===== src/rtl/rv64g_pkg.sv =====
// Shared RV64G core definitions: register file size, write-back port count,
// register lock scoreboard state encoding and a one-hot decode helper.
package rv64g_pkg;

  localparam int NUM_REGS     = 32;
  localparam int NUM_WB_PORTS = 2;

  typedef enum logic {
    LT_RUN       = 1'b0,
    LT_JUMP_PEND = 1'b1
  } reg_lock_state_e;

  function automatic logic [NUM_REGS-1:0] reg_onehot(input logic [$clog2(NUM_REGS)-1:0] idx);
    logic [NUM_REGS-1:0] w_one;
    w_one = {{(NUM_REGS-1){1'b0}}, 1'b1};
    return w_one << idx;
  endfunction

endpackage


===== src/rtl/reg_lock_popcount.sv =====
// Combinational ones-counter over a W-bit vector.
module reg_lock_popcount #(
  parameter  int W  = 32,
  localparam int CW = $clog2(W + 1)
) (
  input  logic [W-1:0]  vec_i,
  output logic [CW-1:0] cnt_o
);

  always_comb begin
    cnt_o = {CW{1'b0}};
    for (int i = 0; i < W; i++) begin
      cnt_o = cnt_o + CW'(vec_i[i]);
    end
  end

endmodule


===== src/rtl/reg_lock_table.sv =====
// Architectural register lock scoreboard: per-register locks set on grant,
// cleared on write-back, plus a global all-locked window while a jump resolves.
module reg_lock_table
  import rv64g_pkg::*;
#(
  parameter  int NWB = NUM_WB_PORTS,
  localparam int NR  = NUM_REGS,
  localparam int RW  = $clog2(NR),
  localparam int CW  = RW + 1
) (
  input  logic              clk_i,
  input  logic              arst_i,
  input  logic              gnt_i,
  input  logic              jump_i,
  input  logic [RW-1:0]     rd_i,
  input  logic [NWB-1:0]    wb_valid_i,
  input  logic [NWB*RW-1:0] wb_rd_i,
  input  logic              jump_done_i,
  output logic [NR-1:0]     locks_o,
  output logic [CW-1:0]     lock_cnt_o,
  output logic              idle_o,
  output logic              jump_pend_o,
  output logic              err_o
);

  logic [NR-1:0]   r_table;
  logic [CW-1:0]   r_cnt;
  logic            r_err;
  reg_lock_state_e r_state;

  logic [NR-1:0]   w_clr_vec;
  logic [NR-1:0]   w_set_vec;
  logic [NR-1:0]   w_table_next;
  logic [CW-1:0]   w_cnt_next;
  logic            w_err_next;
  reg_lock_state_e w_state_next;

  // Lock table update and protocol-violation detection.
  always_comb begin
    w_clr_vec  = {NR{1'b0}};
    w_set_vec  = {NR{1'b0}};
    w_err_next = 1'b0;
    if (gnt_i) begin
      w_set_vec = reg_onehot(rd_i);
      if ((rd_i != {RW{1'b0}}) && r_table[rd_i]) begin
        w_err_next = 1'b1;
      end else begin
        w_err_next = w_err_next;
      end
    end else begin
      w_set_vec = {NR{1'b0}};
    end
    for (int p = 0; p < NWB; p++) begin
      if (wb_valid_i[p]) begin
        w_clr_vec = w_clr_vec | reg_onehot(wb_rd_i[p*RW +: RW]);
        if ((wb_rd_i[p*RW +: RW] != {RW{1'b0}}) && !r_table[wb_rd_i[p*RW +: RW]]
            && !w_set_vec[wb_rd_i[p*RW +: RW]]) begin
          w_err_next = 1'b1;
        end else begin
          w_err_next = w_err_next;
        end
      end else begin
        w_clr_vec = w_clr_vec;
      end
      for (int q = p + 1; q < NWB; q++) begin
        if (wb_valid_i[p] && wb_valid_i[q] && (wb_rd_i[p*RW +: RW] == wb_rd_i[q*RW +: RW])
            && (wb_rd_i[p*RW +: RW] != {RW{1'b0}})) begin
          w_err_next = 1'b1;
        end else begin
          w_err_next = w_err_next;
        end
      end
    end
    if (jump_done_i && (r_state == LT_RUN)) begin
      w_err_next = 1'b1;
    end else begin
      w_err_next = w_err_next;
    end
    // Set is ORed in last so it wins over a same-cycle clear; x0 never locks.
    w_table_next    = (r_table & ~w_clr_vec) | w_set_vec;
    w_table_next[0] = 1'b0;
  end

  // Jump window FSM next state.
  always_comb begin
    w_state_next = r_state;
    case (r_state)
      LT_RUN: begin
        if (gnt_i && jump_i) begin
          w_state_next = LT_JUMP_PEND;
        end else begin
          w_state_next = LT_RUN;
        end
      end
      LT_JUMP_PEND: begin
        if (jump_done_i) begin
          w_state_next = LT_RUN;
        end else begin
          w_state_next = LT_JUMP_PEND;
        end
      end
      default: w_state_next = LT_RUN;
    endcase
  end

  reg_lock_popcount #(.W(NR)) u_popcount (
    .vec_i (w_table_next),
    .cnt_o (w_cnt_next)
  );

  // State registers; the count is taken from the next table so it never lags.
  always_ff @(posedge clk_i or posedge arst_i) begin
    if (arst_i) begin
      r_table <= {NR{1'b0}};
      r_cnt   <= {CW{1'b0}};
      r_err   <= 1'b0;
      r_state <= LT_RUN;
    end else begin
      r_table <= w_table_next;
      r_cnt   <= w_cnt_next;
      r_err   <= w_err_next;
      r_state <= w_state_next;
    end
  end

  assign locks_o     = (r_state == LT_JUMP_PEND) ? {NR{1'b1}} : r_table;
  assign lock_cnt_o  = r_cnt;
  assign idle_o      = (r_state == LT_RUN) && (r_cnt == {CW{1'b0}});
  assign jump_pend_o = (r_state == LT_JUMP_PEND);
  assign err_o       = r_err;

endmodule

===== config.mk =====
export PLATFORM = sky130hd
export DESIGN_NAME = reg_lock_table
export DESIGN_NICKNAME = d
export VERILOG_FILES = /design/src/rtl/rv64g_pkg.sv /design/src/rtl/reg_lock_popcount.sv /design/src/rtl/reg_lock_table.sv
export SDC_FILE = /design/constraint.sdc
export NUM_CORES = 1
export LEC_CHECK = 0
export CORE_ASPECT_RATIO = 0.75
export CORE_MARGIN = 2
export CORE_UTILIZATION = 50
export CTS_CLUSTER_DIAMETER = 60
export DETAILED_ROUTE_END_ITERATION = 8
export HOLD_SLACK_MARGIN = 0.12
export PLACE_DENSITY = 0.88
export SYNTH_ARGS = -nofsm -noshare
export SYNTH_HDL_FRONTEND = slang
export SYNTH_SLANG_ARGS = --single-unit

===== constraint.sdc =====
create_clock -name clk_i -period 4.7 [get_ports clk_i]
set_input_delay 1.175 -clock clk_i [delete_from_list [all_inputs] [get_ports clk_i]]
set_output_delay 1.175 -clock clk_i [all_outputs]
set_load 0.01 [all_outputs]

## Word level (Yosys, flattened, before mapping)

Cells that the tools add are included.

- Output and inout port bits: 41
- Flip-flop bits (word level): 39

- Equality and inequality tests: 1
- Reductions and logical operators: 19
- Add/subtract/negate cells: 30
- Bitwise gates (word level): 5
- Order comparisons: 3
- Multiplexer cells: 25
- Shifts and indexed selects: 3

Operators by type and width:

| kind | count |
|---|---|
| adder 6 x 1 -> 6 bit | 29 |
| 2-to-1 mux 32 bit | 4 |
| left shift 1 x 5 -> 32 bit, first input constant | 3 |
| bitwise OR 32 bit | 2 |
| bitwise AND 32 bit | 1 |
| inverter 32 bit | 1 |
| binary-select mux 1 bit (select 5 bit) | 5 |
| < comparator 5 x 6 -> 1 bit, second input constant | 3 |
| 2-to-1 mux 1 bit | 15 |
| nonzero test 5 bit | 3 |
| logical AND 1 bit | 11 |
| logical NOT 6 bit | 1 |
| equality test 5 bit | 1 |
| logical NOT 1 bit | 4 |
| adder 1 x 1 -> 2 bit | 1 |
| one-hot mux 1 bit (2 select lines) | 1 |
| inverter 1 bit | 1 |

## Depth between registers and ports, before layout

- Word-level depth: 37
- Mapped depth: 22
- Gate-level depth less buffers: 20

## Modules after synthesis

From an unflattened synthesis, not the netlist that was laid out.

- Cells, all modules: 419
- Area, all modules: 4,057.6 µm²

Modules (own cells, without submodules):

| module | cells an instance | area each (µm²) | instances |
|---|---|---|---|
| reg_lock_table | 346 | 3,299.4 | 1 |
| reg_lock_popcount | 73 | 758.2 | 1 |

## Worst setup path before layout

No wires, ideal clock.

- Path type: input to register
- From: in wb_rd_i[0]
- To: reg r_cnt[4], in the netlist lock_cnt_o[4]
- Data required time: 4.620 ns
- Setup slack: -2.082 ns
- Buffers on the path: 3
- Cell stages on the path: 22
- Arrival time: 6.702 ns
- Cell sequence: buf_2 > buf_1 > nor2b_1 > clkbuf_1 > a22oi_1 > a22o_1 > ha_1 > inv_1 > fa_1 > inv_1 > fa_1 > fa_1 > fa_1 > fa_1 > inv_1 > fa_1 > inv_1 > ha_1 > fa_1 > a21o_1 > a21oi_1 > xnor2_1

- Longest elaborated chain between the ends: 37

RTL lines:

| what | line | RTL |
|---|---|---|
| start, declared | reg_lock_table.sv:17 | `input logic [NWB*RW-1:0] wb_rd_i,` |
| left shift 1 x 5 -> 32 bit * | rv64g_pkg.sv:16 | `return w_one << idx;` |
| 2-to-1 mux 32 bit * | reg_lock_table.sv:54 | `if (wb_valid_i[p]) begin` |
| bitwise OR 32 bit | reg_lock_table.sv:55 | `w_clr_vec = w_clr_vec \| reg_onehot(wb_rd_i[p*RW +: RW]);` |
| 2-to-1 mux 32 bit * | reg_lock_table.sv:54 |  |
| inverter 32 bit * | reg_lock_table.sv:80 | `w_table_next = (r_table & ~w_clr_vec) \| w_set_vec;` |
| bitwise AND 32 bit * | reg_lock_table.sv:80 |  |
| bitwise OR 32 bit * | reg_lock_table.sv:80 |  |
| net u_popcount.vec_i[1] | reg_lock_popcount.sv:6 | `input logic [W-1:0] vec_i,` |
| adder 1 x 1 -> 2 bit * | reg_lock_popcount.sv:13 | `cnt_o = cnt_o + CW'(vec_i[i]);` |
| adder 6 x 1 -> 6 bit * (29 in a row) | reg_lock_popcount.sv:13 |  |
| net u_popcount.cnt_o[4] | reg_lock_popcount.sv:7 | `output logic [CW-1:0] cnt_o` |
| end signal, assigned | reg_lock_table.sv:115 | `r_cnt <= {CW{1'b0}};` |
| end signal, assigned | reg_lock_table.sv:120 | `r_cnt <= w_cnt_next;` |
| end, declared | reg_lock_table.sv:27 | `logic [CW-1:0] r_cnt;` |

The timed path passes the listed nets; every way through them passes the cells marked *.

## Final worst setup path

- From: in wb_rd_i[7]
- To: reg r_cnt[4], in the netlist lock_cnt_o[4]

- Longest elaborated chain between the ends: 36

RTL lines:

| what | line |
|---|---|
| left shift 1 x 5 -> 32 bit * | rv64g_pkg.sv:16 |
| bitwise OR 32 bit * | reg_lock_table.sv:55 |
| 2-to-1 mux 32 bit * | reg_lock_table.sv:54 |
| inverter 32 bit * | reg_lock_table.sv:80 |
| bitwise AND 32 bit * | reg_lock_table.sv:80 |
| bitwise OR 32 bit * | reg_lock_table.sv:80 |
| adder 1 x 1 -> 2 bit | reg_lock_popcount.sv:13 |
| adder 6 x 1 -> 6 bit (28 in a row) | reg_lock_popcount.sv:13 |
| adder 6 x 1 -> 6 bit * | reg_lock_popcount.sv:13 |
| net u_popcount.cnt_o[4] | reg_lock_popcount.sv:7 |

Marks and branches as above.

==> impl_metrics.csv <==
group,metric,value,unit
finish,fill_cells,477,
synth,syn_area,0.00411,mm2
sta,final_hold_viol_count,0,
clock_network,clock_path_buffers,2,
placed_design,portBuffers,62,
clock_network,htree_levels,2,
critical_path,r2r_cells,17,
synth,synthTopCellsByArea,"dfrtp_1, fa_1, mux4_2",
route,wl_per_cell,24.5,um
route,postRouteAntennaNets,0,
critical_path,reg2reg_slack,-0.42,ns
sta,clock_skew,0.0134,ns
synth,synth_top_area_frac,0.237,
sta,finalMaxSlewViolations,0,
route,route.detailed.drc,0,
placed_design,place_hpwl,13300,um
route,routed_wirelength,18400,um
synth,synth.largest_area_cell,"dfrtp_1",
route,vias_per_cell,6.36,
finish,final_common_cell,"buf_4",
critical_path,setup.worst_path.class,"primary input to flop",
finish,final_cell_mix,"buf_4, inv_1, nand2_1",
critical_path,arrival,6.42,ns
worst_hold_path,worstHoldEndpoint,"r_table[21]$_DFF_PP0_",
clock_network,cts_tree,"yes",
synth,synth_ff_type,"dfrtp_1",
sta,worstMarginPinSlew,1.04,ns
synth,async_reset_ff_frac,1.00,
global_routing,grt_overflow,0,
floorplanning,std_cell_rows,28,
pwr,netSwitchingPower,0.00245,W
pwr,power_frac_comb,0.825,
sta,setup_viol,6,
sta,slew_headroom,0.305,
sta,grt_setup_unrepaired,"true",
synth,synth_seq_cells,39,
sta,fmax,162,MHz
clock_network,cts-buffers-inserted,5,
pwr,clock_power_share,0.067,
critical_path,end_kind,"flop",
pwr,ir_worst_vdd,3.26,mV
pwr,power_density,854,mW/mm2
placed_design,gp_congestion,1.03,
pwr,internal_power,0.00302,W
finish,nets,699,
global_routing,antenna_found_initial,0,
critical_path,r2r-end,"lock_cnt_o[4]$_DFF_PP0_",
global_routing,grt_pass1_vias,4554,
sta,fin_tns_setup,-7.49,ns
synth,ys_types,54,
floorplanning,core,0.00795,mm2
worst_hold_path,worst_hold_path_type,"flop to flop",
status,violations,"negative setup slack",
synth,synth_edf_count,0,
sta,timing.hold.ws,0.555,ns
finish,fin_area,0.00640,mm2
floorplanning,die_x,109,um
clock_network,root_buffer,"clkbuf_8",
status,outcome,"complete, but fails checks",
synth,syn_avg_cell_area,9.24,um2
pwr,swShare,0.448,
route,drtIter0Drc,571,
worst_hold_path,worstHoldStart,"r_table[21]$_DFF_PP0_",
floorplanning,io_pins,63,
clock_network,insertion_delay,0.30,ns
route,dr.pass1.iters,6,
pwr,p_seq_frac,0.108,
finish,syn2layout_area_growth,55.6,%
critical_path,critPathRequiredTime,4.93,ns
clock_network,ctsHoldBuffers,0,
finish,n_antenna_cell,0,
critical_path,r2r_start,"r_table[1]$_DFF_PP0_",
critical_path,start_kind,"primary input",
floorplanning,die_h,82.5,um
sta,setup_slack,-1.48,ns
synth,synth_nets,499,
pwr,p_leak,3.00,nW
synth,syn_inst,445,
flow_run,drv_cap,0,
clock_network,clkTransAtPathRegs,0.10,ns
sta,fin_crit_sh,1.32,
worst_hold_path,hold_path_depth,1,
placed_design,place_area,0.00580,mm2
synth,ys_warn_count,0,
critical_path,worstPathMaxFanout,5,
synth,synth_seq_area_share,0.237,
floorplanning,design.die.area,0.00897,mm2
sta,period_minus_slack,6.18,ns
global_routing,grt_pass1_wl,25800,um
placed_design,place_ws,-2.24,ns
floorplanning,initial_utilization,0.517,
finish,post-route-util,0.805,
finish,drive_gt1_frac,0.474,
route,vias,4773,
global_routing,grt_max_degree,37,
global_routing,track_usage,0.401,
clock_network,cts_num_sinks,39,
synth_stat cells, types with 4 or more instances:
| cell | instances |
|---|---|
| nor3_1 | 9 |
| a32oi_1 | 9 |
| buf_1 | 4 |
| fa_1 | 23 |
| nand4_1 | 5 |
| and3b_1 | 4 |
| nand2_1 | 51 |
| nor2_1 | 15 |
| inv_1 | 55 |
| xnor2_1 | 9 |
| nor3b_1 | 4 |
| xor2_1 | 5 |
| mux4_2 | 20 |
| or2_2 | 32 |
| a22o_1 | 10 |
| dfrtp_1 | 39 |
| nand3_1 | 7 |
| mux2i_1 | 8 |
| buf_2 | 8 |
| clkbuf_1 | 22 |
| nor4_1 | 4 |
| a32o_1 | 10 |
| o21ai_0 | 6 |
| a21oi_1 | 7 |
| nand2b_1 | 5 |
| ha_1 | 9 |
| nor2b_1 | 6 |
| a22oi_1 | 16 |
layout make-up:
type                            count  area [um2]  share of cell area
Timing Repair Buffer              230        1920               0.299
Clock inverter                      2        60.1             0.00938
Multi-Input combinational cell    314        3040               0.475
Clock buffer                        6        72.6              0.0113
Tap cell                          105         131              0.0205
Inverter                           55         206              0.0323
Sequential cell                    39         976               0.152
power by group through the flow:
stage | Clock [W] | Combinational (W) | Sequential [W]
floorplan | 0 | 0.00261 | 0.000557
global placement | 0 | 0.00384 | 0.000575
detailed placement | 0 | 0.00417 | 0.000582
CTS | 0.000356 | 0.00438 | 0.000576
global route | 0.000373 | 0.00497 | 0.000594
finish | 0.000366 | 0.00451 | 0.000590
registers in the layout, indices dropped and copies added (netlist names):
register	cells
r_table	31
lock_cnt_o	6
err_o	1
jump_pend_o	1
critical path: stages:
cell	delay (ns)
buf_8	0.11
buf_6	0.12
buf_6	0.11
and3b_2	0.32
nand2_1	0.10
nand3_2	0.11
o21a_1	0.22
fa_1	0.48
fa_1	0.50
fa_1	0.57
inv_2	0.05
fa_2	0.46
fa_1	0.50
inv_1	0.05
fa_1	0.50
inv_2	0.05
ha_4	0.16
fa_2	0.38
a21o_1	0.19
a21oi_2	0.15
xnor2_1	0.13
logic make-up after synthesis:
logic type | synth area share
AOI/OAI and AO/OA | 0.158
xor gates and xnor gates | 0.0298
adders and majority gates | 0.139
buffers and inverters | 0.0901
DFF | 0.237
muxes | 0.145
and+or+nand+nor | 0.201
worst max-delay path by stage:
stage          startpoint                 endpoint  slack, ns  cells past startpoint
3_3_place_gp   wb_rd_i[0]  lock_cnt_o[4]$_DFF_PP0_      -2.15                     19
5_1_grt        wb_rd_i[4]  lock_cnt_o[4]$_DFF_PP0_      -1.58                     21
2_1_floorplan  wb_rd_i[0]  lock_cnt_o[4]$_DFF_PP0_      -1.54                     22
3_5_place_dp   wb_rd_i[6]  lock_cnt_o[4]$_DFF_PP0_      -2.24                     21
6_report       wb_rd_i[7]  lock_cnt_o[4]$_DFF_PP0_      -1.48                     21
4_1_cts        wb_rd_i[4]  lock_cnt_o[4]$_DFF_PP0_      -1.55                     21
repair_timing:
| item | CTS | global route |
|---|---|---|
| resized for setup | 102 | 51 |
| setup endpoints to repair | 6 | 6 |
| pin swaps | 20 | 34 |
| hold endpoints to repair | 0 | 0 |
| buffers inserted | 18 | 19 |
metrics by stage:
| stage | power, W | instances |
|---|---|---|
| 2_1_floorplan | 0.00317 | 445 |
| 3_3_place_gp | 0.00442 | 709 |
| 3_5_place_dp | 0.00475 | 709 |
| 4_1_cts | 0.00531 | 735 |
| 5_1_grt | 0.00594 | 751 |
| 6_report | 0.00546 | 751 |
routing by layer:
| layer | wire length (um) | track usage | share of wire |
|---|---|---|---|
| met5 | 0 | 0 | 0 |
| met1 | 6760 | 0.519 | 0.37 |
| met3 | 2550 | 0.113 | 0.14 |
| met2 | 7930 | 0.638 | 0.43 |
| met4 | 1170 | 0.167 | 0.064 |
Power figures use the tool's default switching activity.
